--- config.mk ---
export PLATFORM = sky130hd
export DESIGN_NAME = sega_joy_scanner_flat
export DESIGN_NICKNAME = d
export VERILOG_FILES = /design/src/rtl/sega_joy_scanner_pkg.sv /design/src/rtl/sega_joy_scanner_if.sv /design/src/rtl/sega_joy_scanner_capture.sv /design/src/rtl/sega_joy_scanner.sv /design/src/flat_wrapper.sv
export SDC_FILE = /design/constraint.sdc
export NUM_CORES = 1
export LEC_CHECK = 0
export BUFFER_PORTS_ARGS = -buffer_cell sky130_fd_sc_hd__buf_2
export CORE_ASPECT_RATIO = 0.75
export CORE_MARGIN = 1
export CORE_UTILIZATION = 45
export CTS_BUF_LIST = sky130_fd_sc_hd__clkbuf_8
export CTS_CLUSTER_SIZE = 30
export DETAILED_ROUTE_END_ITERATION = 8
export GPL_ROUTABILITY_DRIVEN = 0
export HOLD_SLACK_MARGIN = 0.06
export SLEW_MARGIN = 20
export SYNTH_ARGS = -nofsm -noshare
export SYNTH_HDL_FRONTEND = slang
export SYNTH_SLANG_ARGS = --single-unit
--- constraint.sdc ---
create_clock -name clk_sys -period 3.6 [get_ports clk_sys]
set_input_delay 0.18 -clock clk_sys [delete_from_list [all_inputs] [get_ports clk_sys]]
set_output_delay 0.18 -clock clk_sys [all_outputs]
set_load 0.05 [all_outputs]
--- src/rtl/sega_joy_scanner_pkg.sv ---
// joy_pkg: shared constants for the Sega DB9 joystick poll sequencer.
//   - STEP_*  : protocol step indices within the 256-step scan
//   - PIN_*   : bit positions in the 6-bit pin vector {p9, p6, R, L, D, U}
//   - BTN_*   : bit positions in the 12-bit button word {M,X,Y,Z,S,A,C,B,R,L,D,U}
//   - JOY_IDLE: released-state button word (active-low)
package joy_pkg;

    localparam int unsigned PIN_W = 6;
    localparam int unsigned JOY_W = 12;

    localparam logic [7:0] STEP_SEL0   = 8'd0;
    localparam logic [7:0] STEP_SEL1   = 8'd1;
    localparam logic [7:0] STEP_RD_HI  = 8'd2;
    localparam logic [7:0] STEP_RD_LO  = 8'd3;
    localparam logic [7:0] STEP_SEL4   = 8'd4;
    localparam logic [7:0] STEP_RD_ID  = 8'd5;
    localparam logic [7:0] STEP_RD_EXT = 8'd6;
    localparam logic [7:0] STEP_COMMIT = 8'd7;

    localparam int unsigned PIN_U  = 0;
    localparam int unsigned PIN_D  = 1;
    localparam int unsigned PIN_L  = 2;
    localparam int unsigned PIN_R  = 3;
    localparam int unsigned PIN_P6 = 4;
    localparam int unsigned PIN_P9 = 5;

    localparam int unsigned BTN_U = 0;
    localparam int unsigned BTN_D = 1;
    localparam int unsigned BTN_L = 2;
    localparam int unsigned BTN_R = 3;
    localparam int unsigned BTN_B = 4;
    localparam int unsigned BTN_C = 5;
    localparam int unsigned BTN_A = 6;
    localparam int unsigned BTN_S = 7;
    localparam int unsigned BTN_Z = 8;
    localparam int unsigned BTN_Y = 9;
    localparam int unsigned BTN_X = 10;
    localparam int unsigned BTN_M = 11;

    localparam logic [JOY_W-1:0] JOY_IDLE = 12'hFFF;

    // True when all four direction pins read low: the 6-button pad's ID phase.
    function automatic logic dirs_all_low(input logic [3:0] dirs);
        return dirs == 4'b0000;
    endfunction

endpackage

--- src/rtl/sega_joy_scanner_if.sv ---
// sega_joy_scanner_if: pin/button bundle between the DB9 ports, the scanner
// and the core's input mapping.
//   joy1_i, joy2_i : raw active-low port pins {p9, p6, R, L, D, U}
//   joyX_p7_o      : shared select line
//   joy1_o, joy2_o : committed active-low button words {M,X,Y,Z,S,A,C,B,R,L,D,U}
//   six_btn_o      : per-port 6-button pad flag
//   scan_done_o    : one-cycle pulse on commit
// modport master: the scanner; modport slave: the board/core side.
interface sega_joy_scanner_if;
    import joy_pkg::*;

    logic [PIN_W-1:0] joy1_i;
    logic [PIN_W-1:0] joy2_i;
    logic             joyX_p7_o;
    logic [JOY_W-1:0] joy1_o;
    logic [JOY_W-1:0] joy2_o;
    logic [1:0]       six_btn_o;
    logic             scan_done_o;

    modport master (
        input  joy1_i, joy2_i,
        output joyX_p7_o, joy1_o, joy2_o, six_btn_o, scan_done_o
    );

    modport slave (
        output joy1_i, joy2_i,
        input  joyX_p7_o, joy1_o, joy2_o, six_btn_o, scan_done_o
    );

endinterface

--- src/rtl/sega_joy_scanner_capture.sv ---
// sega_pad_capture: per-port capture path.
// Synchronises the pins, builds the button word in a shadow register over
// steps 2..6 and copies it to the output register in one cycle at step 7.
//   clk_sys, reset : clock, async active-high reset
//   tick, step     : step boundary strobe and current step index from the top
//   pins_i         : raw active-low pins {p9, p6, R, L, D, U}
//   buttons_o      : committed active-low button word
//   six_o          : committed 6-button flag
module sega_pad_capture
    import joy_pkg::*;
(
    input  logic             clk_sys,
    input  logic             reset,
    input  logic             tick,
    input  logic [7:0]       step,
    input  logic [PIN_W-1:0] pins_i,
    output logic [JOY_W-1:0] buttons_o,
    output logic             six_o
);

    logic [PIN_W-1:0] sync_meta;
    logic [PIN_W-1:0] sync_q;
    logic [JOY_W-1:0] shadow;
    logic [JOY_W-1:0] word_q;
    logic             six_pend;
    logic             six_q;
    logic [3:0]       dirs;

    assign dirs = {sync_q[PIN_R], sync_q[PIN_L], sync_q[PIN_D], sync_q[PIN_U]};

    always_ff @(posedge clk_sys or posedge reset) begin
        if (reset) begin
            sync_meta <= '1;
            sync_q    <= '1;
            shadow    <= JOY_IDLE;
            six_pend  <= 1'b0;
            word_q    <= JOY_IDLE;
            six_q     <= 1'b0;
        end else begin
            sync_meta <= pins_i;
            sync_q    <= sync_meta;
            if (tick) begin
                case (step)
                    STEP_RD_HI: begin
                        {shadow[BTN_R], shadow[BTN_L], shadow[BTN_D], shadow[BTN_U]} <= dirs;
                        {shadow[BTN_C], shadow[BTN_B]} <= {sync_q[PIN_P9], sync_q[PIN_P6]};
                        six_pend <= 1'b0;
                    end
                    STEP_RD_LO: begin
                        // R and L both low with select low identifies a Mega Drive
                        // pad; anything else is a Master System pad with no S/A.
                        if (!sync_q[PIN_R] && !sync_q[PIN_L]) begin
                            {shadow[BTN_S], shadow[BTN_A]} <= {sync_q[PIN_P9], sync_q[PIN_P6]};
                        end else begin
                            {shadow[BTN_S], shadow[BTN_A], shadow[BTN_C], shadow[BTN_B]}
                                <= {2'b11, sync_q[PIN_P9], sync_q[PIN_P6]};
                        end
                    end
                    STEP_RD_ID: begin
                        six_pend <= dirs_all_low(dirs);
                    end
                    STEP_RD_EXT: begin
                        {shadow[BTN_M], shadow[BTN_X], shadow[BTN_Y], shadow[BTN_Z]}
                            <= six_pend ? dirs : 4'hF;
                    end
                    STEP_COMMIT: begin
                        word_q <= shadow;
                        six_q  <= six_pend;
                    end
                    default: ;
                endcase
            end
        end
    end

    assign buttons_o = word_q;
    assign six_o     = six_q;

endmodule

--- src/rtl/sega_joy_scanner.sv ---
// sega_joy_scanner: free-running Sega 3/6-button poll sequencer for two DB9 ports.
// Owns the step divider, the 8-bit step counter and the shared select line;
// each port's capture path lives in a sega_pad_capture instance.
//   STEP_DIV : clk_sys cycles per protocol step (>= 2)
//   clk_sys  : system clock
//   reset    : asynchronous active-high reset
//   joy      : pin/button bundle (master side)
module sega_joy_scanner
    import joy_pkg::*;
#(
    parameter int unsigned STEP_DIV = 1536
) (
    input  logic               clk_sys,
    input  logic               reset,
    sega_joy_scanner_if.master joy
);

    localparam int unsigned      DIV_W    = (STEP_DIV > 1) ? $clog2(STEP_DIV) : 1;
    localparam logic [DIV_W-1:0] DIV_LAST = DIV_W'(STEP_DIV - 1);

    logic [DIV_W-1:0] div_q, div_d;
    logic [7:0]       step_q, step_d;
    logic             p7_q, p7_d;
    logic             done_q, done_d;
    logic             tick;
    logic             six1, six2;

    always_comb begin
        tick   = (div_q == DIV_LAST);
        div_d  = tick ? '0 : div_q + DIV_W'(1);
        step_d = step_q;
        p7_d   = p7_q;
        done_d = 1'b0;
        if (tick) begin
            step_d = step_q + 8'd1;
            done_d = (step_q == STEP_COMMIT);
            case (step_q)
                STEP_SEL0, STEP_RD_HI, STEP_SEL4, STEP_RD_EXT: p7_d = 1'b0;
                STEP_SEL1, STEP_RD_LO, STEP_RD_ID, STEP_COMMIT: p7_d = 1'b1;
                default: p7_d = 1'b1;
            endcase
        end
    end

    always_ff @(posedge clk_sys or posedge reset) begin
        if (reset) begin
            div_q  <= '0;
            step_q <= '0;
            p7_q   <= 1'b1;
            done_q <= 1'b0;
        end else begin
            div_q  <= div_d;
            step_q <= step_d;
            p7_q   <= p7_d;
            done_q <= done_d;
        end
    end

    sega_pad_capture u_cap1 (
        .clk_sys   (clk_sys),
        .reset     (reset),
        .tick      (tick),
        .step      (step_q),
        .pins_i    (joy.joy1_i),
        .buttons_o (joy.joy1_o),
        .six_o     (six1)
    );

    sega_pad_capture u_cap2 (
        .clk_sys   (clk_sys),
        .reset     (reset),
        .tick      (tick),
        .step      (step_q),
        .pins_i    (joy.joy2_i),
        .buttons_o (joy.joy2_o),
        .six_o     (six2)
    );

    assign joy.joyX_p7_o   = p7_q;
    assign joy.six_btn_o   = {six2, six1};
    assign joy.scan_done_o = done_q;

endmodule

--- src/flat_wrapper.sv ---
// flat-port wrapper written by rule: the top's interface ports become plain ports
module sega_joy_scanner_flat import joy_pkg::*;
#(
    parameter int unsigned STEP_DIV = 1536
)
  (clk_sys, reset, joy_joy1_i, joy_joy2_i, joy_joyX_p7_o, joy_joy1_o, joy_joy2_o, joy_six_btn_o, joy_scan_done_o);
  sega_joy_scanner_if joy_i ();
  input  logic clk_sys;
  input  logic reset;
  input wire logic [$bits(joy_i.joy1_i)-1:0] joy_joy1_i;
  input wire logic [$bits(joy_i.joy2_i)-1:0] joy_joy2_i;
  output wire logic [$bits(joy_i.joyX_p7_o)-1:0] joy_joyX_p7_o;
  output wire logic [$bits(joy_i.joy1_o)-1:0] joy_joy1_o;
  output wire logic [$bits(joy_i.joy2_o)-1:0] joy_joy2_o;
  output wire logic [$bits(joy_i.six_btn_o)-1:0] joy_six_btn_o;
  output wire logic [$bits(joy_i.scan_done_o)-1:0] joy_scan_done_o;
  assign joy_i.joy1_i = joy_joy1_i;
  assign joy_i.joy2_i = joy_joy2_i;
  assign joy_joyX_p7_o = joy_i.joyX_p7_o;
  assign joy_joy1_o = joy_i.joy1_o;
  assign joy_joy2_o = joy_i.joy2_o;
  assign joy_six_btn_o = joy_i.six_btn_o;
  assign joy_scan_done_o = joy_i.scan_done_o;
  sega_joy_scanner #(.STEP_DIV(STEP_DIV)) u_core (.clk_sys(clk_sys), .reset(reset), .joy(joy_i));
endmodule
==> flow_summary.ini, run 1 <==
[clocking]
tritoncts = yes
clk_latency_ns = 0.36
cts-hold-fix-buffers = 13
numCtsBuffers = 9
cts_resized = 0
cts.clk_slew.worst_paths_ns = 0.09
post_cts_buffers = 0
htreeDepth = 3
cts.sinks = 97
clockRootBuffer = clkbuf_8
cts_buffer_depth = 2

[job]
cap_violations = 0

[sta]
hold-worst-slack_ns = 0.359
fin_setup_tns_ns = 0
min_period_ns = 2.75
tightest_slew_ns = 0.769
rsz0062_at_grt = false
slew_headroom_pct = 48.6
max_freq_mhz = 363
finClkSkew_ns = 0.0103
hold_viol = 0
final_max_slew_viol_count = 0
setup_viol = 0
finalCritPeriodShare_pct = 76.4

[global_routing]
grt_use_total_pct = 16.4
antenna_found_initial = 0
grt_start_max_net_pins = 52
grt_pass1_vias = 2136
grt_overflow_total = 0
grt_pass1_wl_mm = 10.8

[yosys]
synth_top_area_cell = dfstp_2
synth-seq-area-share_pct = 66.2
synthTopCellsByArea = dfstp_2, dfrtp_1, mux2_2
avgSynthCellArea_sq_um = 15.0
synth_seq_cells = 97
postSynthCellCount = 254
netlist_area_sq_um = 3800
ys_types = 34
syn-num-nets = 272
ys_warn_count = 0
synth.top_cell.area_share_pct = 50.4

[critical_path]
crit_family = simple AND/OR/NAND/NOR gates
critPathBufInv = 0
worstSetupEndpointType = flop
crit_required_ns = 3.89
worstPathArrival_ns = 3.04
path_max_fanout = 10
critical_path_class = flop to flop
worstSetupStartpointType = flop
critPathSlowestCell = or4b_1
worst_path_largest_cell_delay_ns = 0.78
crit_chain = ha_1 -> nand4_1 -> or4b_1 -> nor4_4 -> mux2_2

[layout]
drive_gt1_share_pct = 60.2
nNetsFinal = 332
final_cell_mix = dfstp_2, mux2_2, buf_2, dfrtp_1, nor2_1
regArea_sq_um = 2520
multi_input_area_sq_um = 1200
num_antenna_cells = 0
syn_to_final_growth_pct = 18.3
fillers = 686
final_common_cell = dfstp_2

[pwr]
p_per_area_nw_per_um2 = 445
ir_worst_vdd_mv = 0.270
power_leakage_nw = 1.99

[route]
wl_mm = 6.40
drcViolationCount = 0
drt_iter0_drc = 104
dr_total_vias = 2106
drt-wirelength-per-cell_um = 15.1
dr.pass1.iters = 4
ant_nets = 0
post_drt_via_cell_ratio = 4.97

[placed_design]
dp_hpwl_mm = 4.17
port_buffers = 41

[floorplanning]
die_w_um = 108
ios = 42
die_area_sq_um = 8830
initial_utilization_pct = 47.2
die_h_um = 81.6
coreArea_sq_um = 8060
fp-row-count = 28

[worst_hold_path]
hold_class = flop to flop

[status]
status = completed
## metal layers
| layer | wire length (um) | GRT usage, % | part of all wire [%] | vias up |
|---|---|---|---|---|
| met5 | 0 | 0 | 0 | - |
| met4 | 92 | 6.16 | 1.4 | 0 |
| met3 | 251 | 5.24 | 3.9 | 9 |
| met2 | 2760 | 23.2 | 43 | 34 |
| met1 | 3300 | 23.6 | 52 | 1064 |
| li1 | - | - | - | 999 |
## cells by family after synthesis
group	count (synthesis)	share of synthesized area, %
DFF	97	66.2
and+or+nand+nor	63	9.83
muxes	50	14.8
xor gates and xnor gates	15	3.45
buffers and inverters	15	2.24
AOI/OAI and AO/OA	10	2.17
adders and majority gates	4	1.32
## worst reg2reg max path: cells and delay by family (launching register included)
kind                     cells  cell delay [ns]
AND/OR/NAND/NOR              3             1.67
multiplexers                 1             0.41
flip-flops                   1             0.39
adder cells (fa/ha/maj)      1             0.22
## path summary, 6_finish.rpt
kind                                                  from                       to  cells after the start  slack, ns
worst max-delay path                       u_core.div_q[0]  u_core.u_cap1.shadow[3]                      5       0.85
worst min-delay path            u_core.u_cap1.sync_meta[5]  u_core.u_cap1.sync_q[5]                      0       0.36
worst max register to register             u_core.div_q[0]  u_core.u_cap1.shadow[3]                      5       0.85
worst min register to register  u_core.u_cap1.sync_meta[5]  u_core.u_cap1.sync_q[5]                      0       0.36
max in group asynchronous                            reset  u_core.u_cap1.sync_q[0]                      4       2.35
min in group asynchronous                            reset   u_core.u_cap2.six_pend                      3       0.50
## sequential cells by signal (all words and copies together), names as in the netlist
signal,count
u_core.u_cap1.buttons_o,12
u_core.u_cap1.shadow,12
u_core.u_cap2.buttons_o,12
u_core.u_cap2.shadow,12
u_core.div_q,11
u_core.step_q,8
u_core.u_cap1.sync_meta,6
u_core.u_cap1.sync_q,6
u_core.u_cap2.sync_meta,6
u_core.u_cap2.sync_q,6
u_core.joy.joyX_p7_o,1
u_core.joy.scan_done_o,1
u_core.u_cap1.six_o,1
u_core.u_cap1.six_pend,1
u_core.u_cap2.six_o,1
u_core.u_cap2.six_pend,1
## cell type report
cell class	count	area share (%)
timing repair buffer	59	8.56
sequential	97	56.0
tap	105	2.92
clock buffer	10	3.06
clock inverter	6	2.36
inverter	5	0.445
multi-input combinational	142	26.7
## report_power, final
group          internal (mW)  switching (mW)
sequential              1.12         0.00793
combinational         0.0191          0.0257
clock                  0.477           0.358
total                   1.61           0.392
## through the flow
step	instance area (sq um)	worst slack [ns]	util [%]	cells	total power [mW]
3_5_place_dp	4130	0.814	51.2	395	1.18
6_report	4500	0.849	55.9	424	2.00
2_1_floorplan	3800	1.01	-	254	1.16
5_1_grt	4500	0.662	55.9	424	2.09
3_3_place_gp	4130	0.834	51.2	395	1.18
4_1_cts	4500	0.790	55.9	424	2.04
## synthesized netlist by cell type
library cell	number
or4b_1	1
buf_2	2
xor2_1	8
or3_1	6
dfrtp_1	24
nand3_1	3
nor3_1	1
nor2_1	14
nand2_1	11
mux2_2	50
buf_6	2
and3_1	4
nor4_1	1
or3b_2	1
and4_1	1
nand3b_1	1
and2_1	1
buf_4	3
nor3_4	1
clkbuf_1	3
dfstp_2	73
o21bai_1	1
inv_1	5
nor4b_1	1
a2111oi_2	2
xnor2_1	7
nor4_4	1
nand2b_1	8
or4b_2	1
nand4_2	1
ha_1	4
o21ai_0	5
nand4_1	5
a32o_1	2
No activity file was read; power rests on OpenSTA's default activity.
==> run 2: changes to the inputs <==
--- a/config.mk
+++ b/config.mk
@@ -14,6 +14,7 @@
 export DETAILED_ROUTE_END_ITERATION = 8
 export GPL_ROUTABILITY_DRIVEN = 0
 export HOLD_SLACK_MARGIN = 0.06
+export PLACE_DENSITY = 0.66
 export SLEW_MARGIN = 20
 export SYNTH_ARGS = -nofsm -noshare
 export SYNTH_HDL_FRONTEND = slang
==> constraint.sdc (replaced) <==
create_clock -name clk_sys -period 2.4 [get_ports clk_sys]
set_input_delay 0.12 -clock clk_sys [delete_from_list [all_inputs] [get_ports clk_sys]]
set_output_delay 0.12 -clock clk_sys [all_outputs]
set_load 0.05 [all_outputs]
==> flow_summary.ini, run 2 (synthesized netlist as in run 1, its figures left out) <==
[route]
post_drt_via_cell_ratio = 4.94
dr.pass1.iters = 4
drcViolationCount = 0
ant_nets = 0
drt-wirelength-per-cell_um = 14.8
dr_total_vias = 2154
wl_mm = 6.45
drt_iter0_drc = 45

[sta]
finClkSkew_ns = 0.00655
final_max_slew_viol_count = 0
hold_viol = 0
min_period_ns = 2.31
setup_viol = 0
slew_headroom_pct = 66.4
setup_slack_ns = 0.0859
tightest_slew_ns = 0.503
finalCritPeriodShare_pct = 96.4
max_freq_mhz = 432

[critical_path]
worstSetupStartpointType = flop
crit_required_ns = 2.65
reg2reg_depth = 6
worstSetupEndpointType = flop
rrSetupSlack_ns = 0.09
worstPathArrival_ns = 2.56
path_max_fanout = 7
regToRegEndpoint = u_core.u_cap2.six_o
critical_path_class = flop to flop
reg2reg_from = u_core.step_q[3]

[status]
status = completed

[pwr]
p_per_area_nw_per_um2 = 610
pwr-share-clk_pct = 37.1
p_comb_share_pct = 2.4
pwr-share-seq_pct = 60.5
power_leakage_nw = 2.03
internal_power_mw = 2.23
swShare_pct = 20.0
net-switching-power_uw = 558
ir_worst_vdd_mv = 0.393

[clocking]
cts_buffer_depth = 2
clockRootBuffer = clkbuf_8
cts.sinks = 97
clk_latency_ns = 0.35
numCtsBuffers = 9
htreeDepth = 3
tritoncts = yes
cts.clk_slew.worst_paths_ns = 0.08

[layout]
fillers = 681
final_common_cell = dfstp_2
stdcell_area_sq_um = 4580
syn_to_final_growth_pct = 20.3
multi_input_area_sq_um = 1220
drive_gt1_share_pct = 61.3
final_cell_mix = dfstp_2, mux2_2, buf_2, dfrtp_1, buf_4
regArea_sq_um = 2520
num_antenna_cells = 0
nNetsFinal = 344

[placed_design]
dp_hpwl_mm = 4.37
port_buffers = 41
place_ws_ns = 0.0442
postPlaceCellArea_sq_um = 4180

[floorplanning]
ios = 42
initial_utilization_pct = 47.2
die_w_um = 108
fp-row-count = 28
coreArea_sq_um = 8060
die_h_um = 81.6
die_area_sq_um = 8830

[global_routing]
grt_pass1_wl_mm = 10.7
grt_start_max_net_pins = 34
grt_overflow_total = 0
grt_pass1_vias = 2186
antenna_found_initial = 0
grt_use_total_pct = 16.4

[worst_hold_path]
hold_class = primary input to async pin

[job]
cap_violations = 0
run 2: changes by cell type in the layout (fill, tap and decap cells not counted), sizes merged:
| cell | previous run | this run |
|---|---|---|
| clkinvlp | 1 | 2 |
| buf | 46 | 57 |
| inv | 5 | 7 |
| clkbuf | 10 | 12 |
| bufinv | 3 | 1 |
| clkinv | 2 | 0 |
run 2: stage by stage:
step	power (mW)	utilization (%)	setup TNS [ns]	hold WS [ns]	std cells
CTS	2.84	56.0	0	0.338	433
global route	2.93	56.8	-0.0109	0.363	436
finish	2.79	56.8	0	0.343	436
detailed placement	1.77	51.9	0	0.187	404
floorplan	1.74	-	0	0.124	254
global placement	1.77	51.9	0	0.187	404
run 2: what timing repair did:
action | in CTS | in global routing
hold buffers | 13 | 0
setup endpoints to repair | 0 | 32
hold endpoints to repair | 14 | 0
setup buffers | 0 | 2
resized for setup | 0 | 4
run 2: routing by layer:
layer | wire length (um) | track usage [%]
met1 | 3150 | 22.0
met2 | 2930 | 25.0
met3 | 283 | 5.71
met4 | 85 | 5.34
met5 | 0 | 0
run 2: area by class of cell:
class | count | area share (%)
Timing Repair Buffer | 71 | 10.7
Clock buffer | 11 | 3.31
Clock inverter | 5 | 1.07
Multi-Input combinational cell | 142 | 26.6
Tap cell | 105 | 2.87
Inverter | 5 | 0.492
Sequential cell | 97 | 55.0
run 2: how the worst max path moves through the flow:
stage / from / endpoint / slack [ns]
after detailed placement: u_core.step_q[3] / u_core.u_cap1.shadow[4] / 0.04
final: u_core.step_q[3] / u_core.u_cap2.six_o / 0.09
after floorplan: u_core.div_q[0] / u_core.u_cap1.buttons_o[0] / 0.08
after global placement: u_core.step_q[3] / u_core.u_cap1.shadow[5] / 0.1
after global routing: u_core.div_q[0] / u_core.u_cap2.six_o / -0.007
after CTS: u_core.step_q[3] / u_core.u_cap1.shadow[4] / 0.02
run 2: critical path, stage by stage (launching register included):
cell and delay [ns]:
dfrtp_1 0.44, or3_1 0.42, or3_1 0.49, nor3_4 0.25
buf_4 0.15, buf_8 0.12, mux2_2 0.34
run 2: power by group through the flow:
stage	clock [mW]	combinational (mW)	sequential, mW
after floorplan	0	0.0289	1.71
final	1.03	0.0676	1.69
after detailed placement	0	0.0541	1.71
after CTS	1.09	0.0701	1.69
after global placement	0	0.0527	1.71
after global routing	1.16	0.0773	1.69
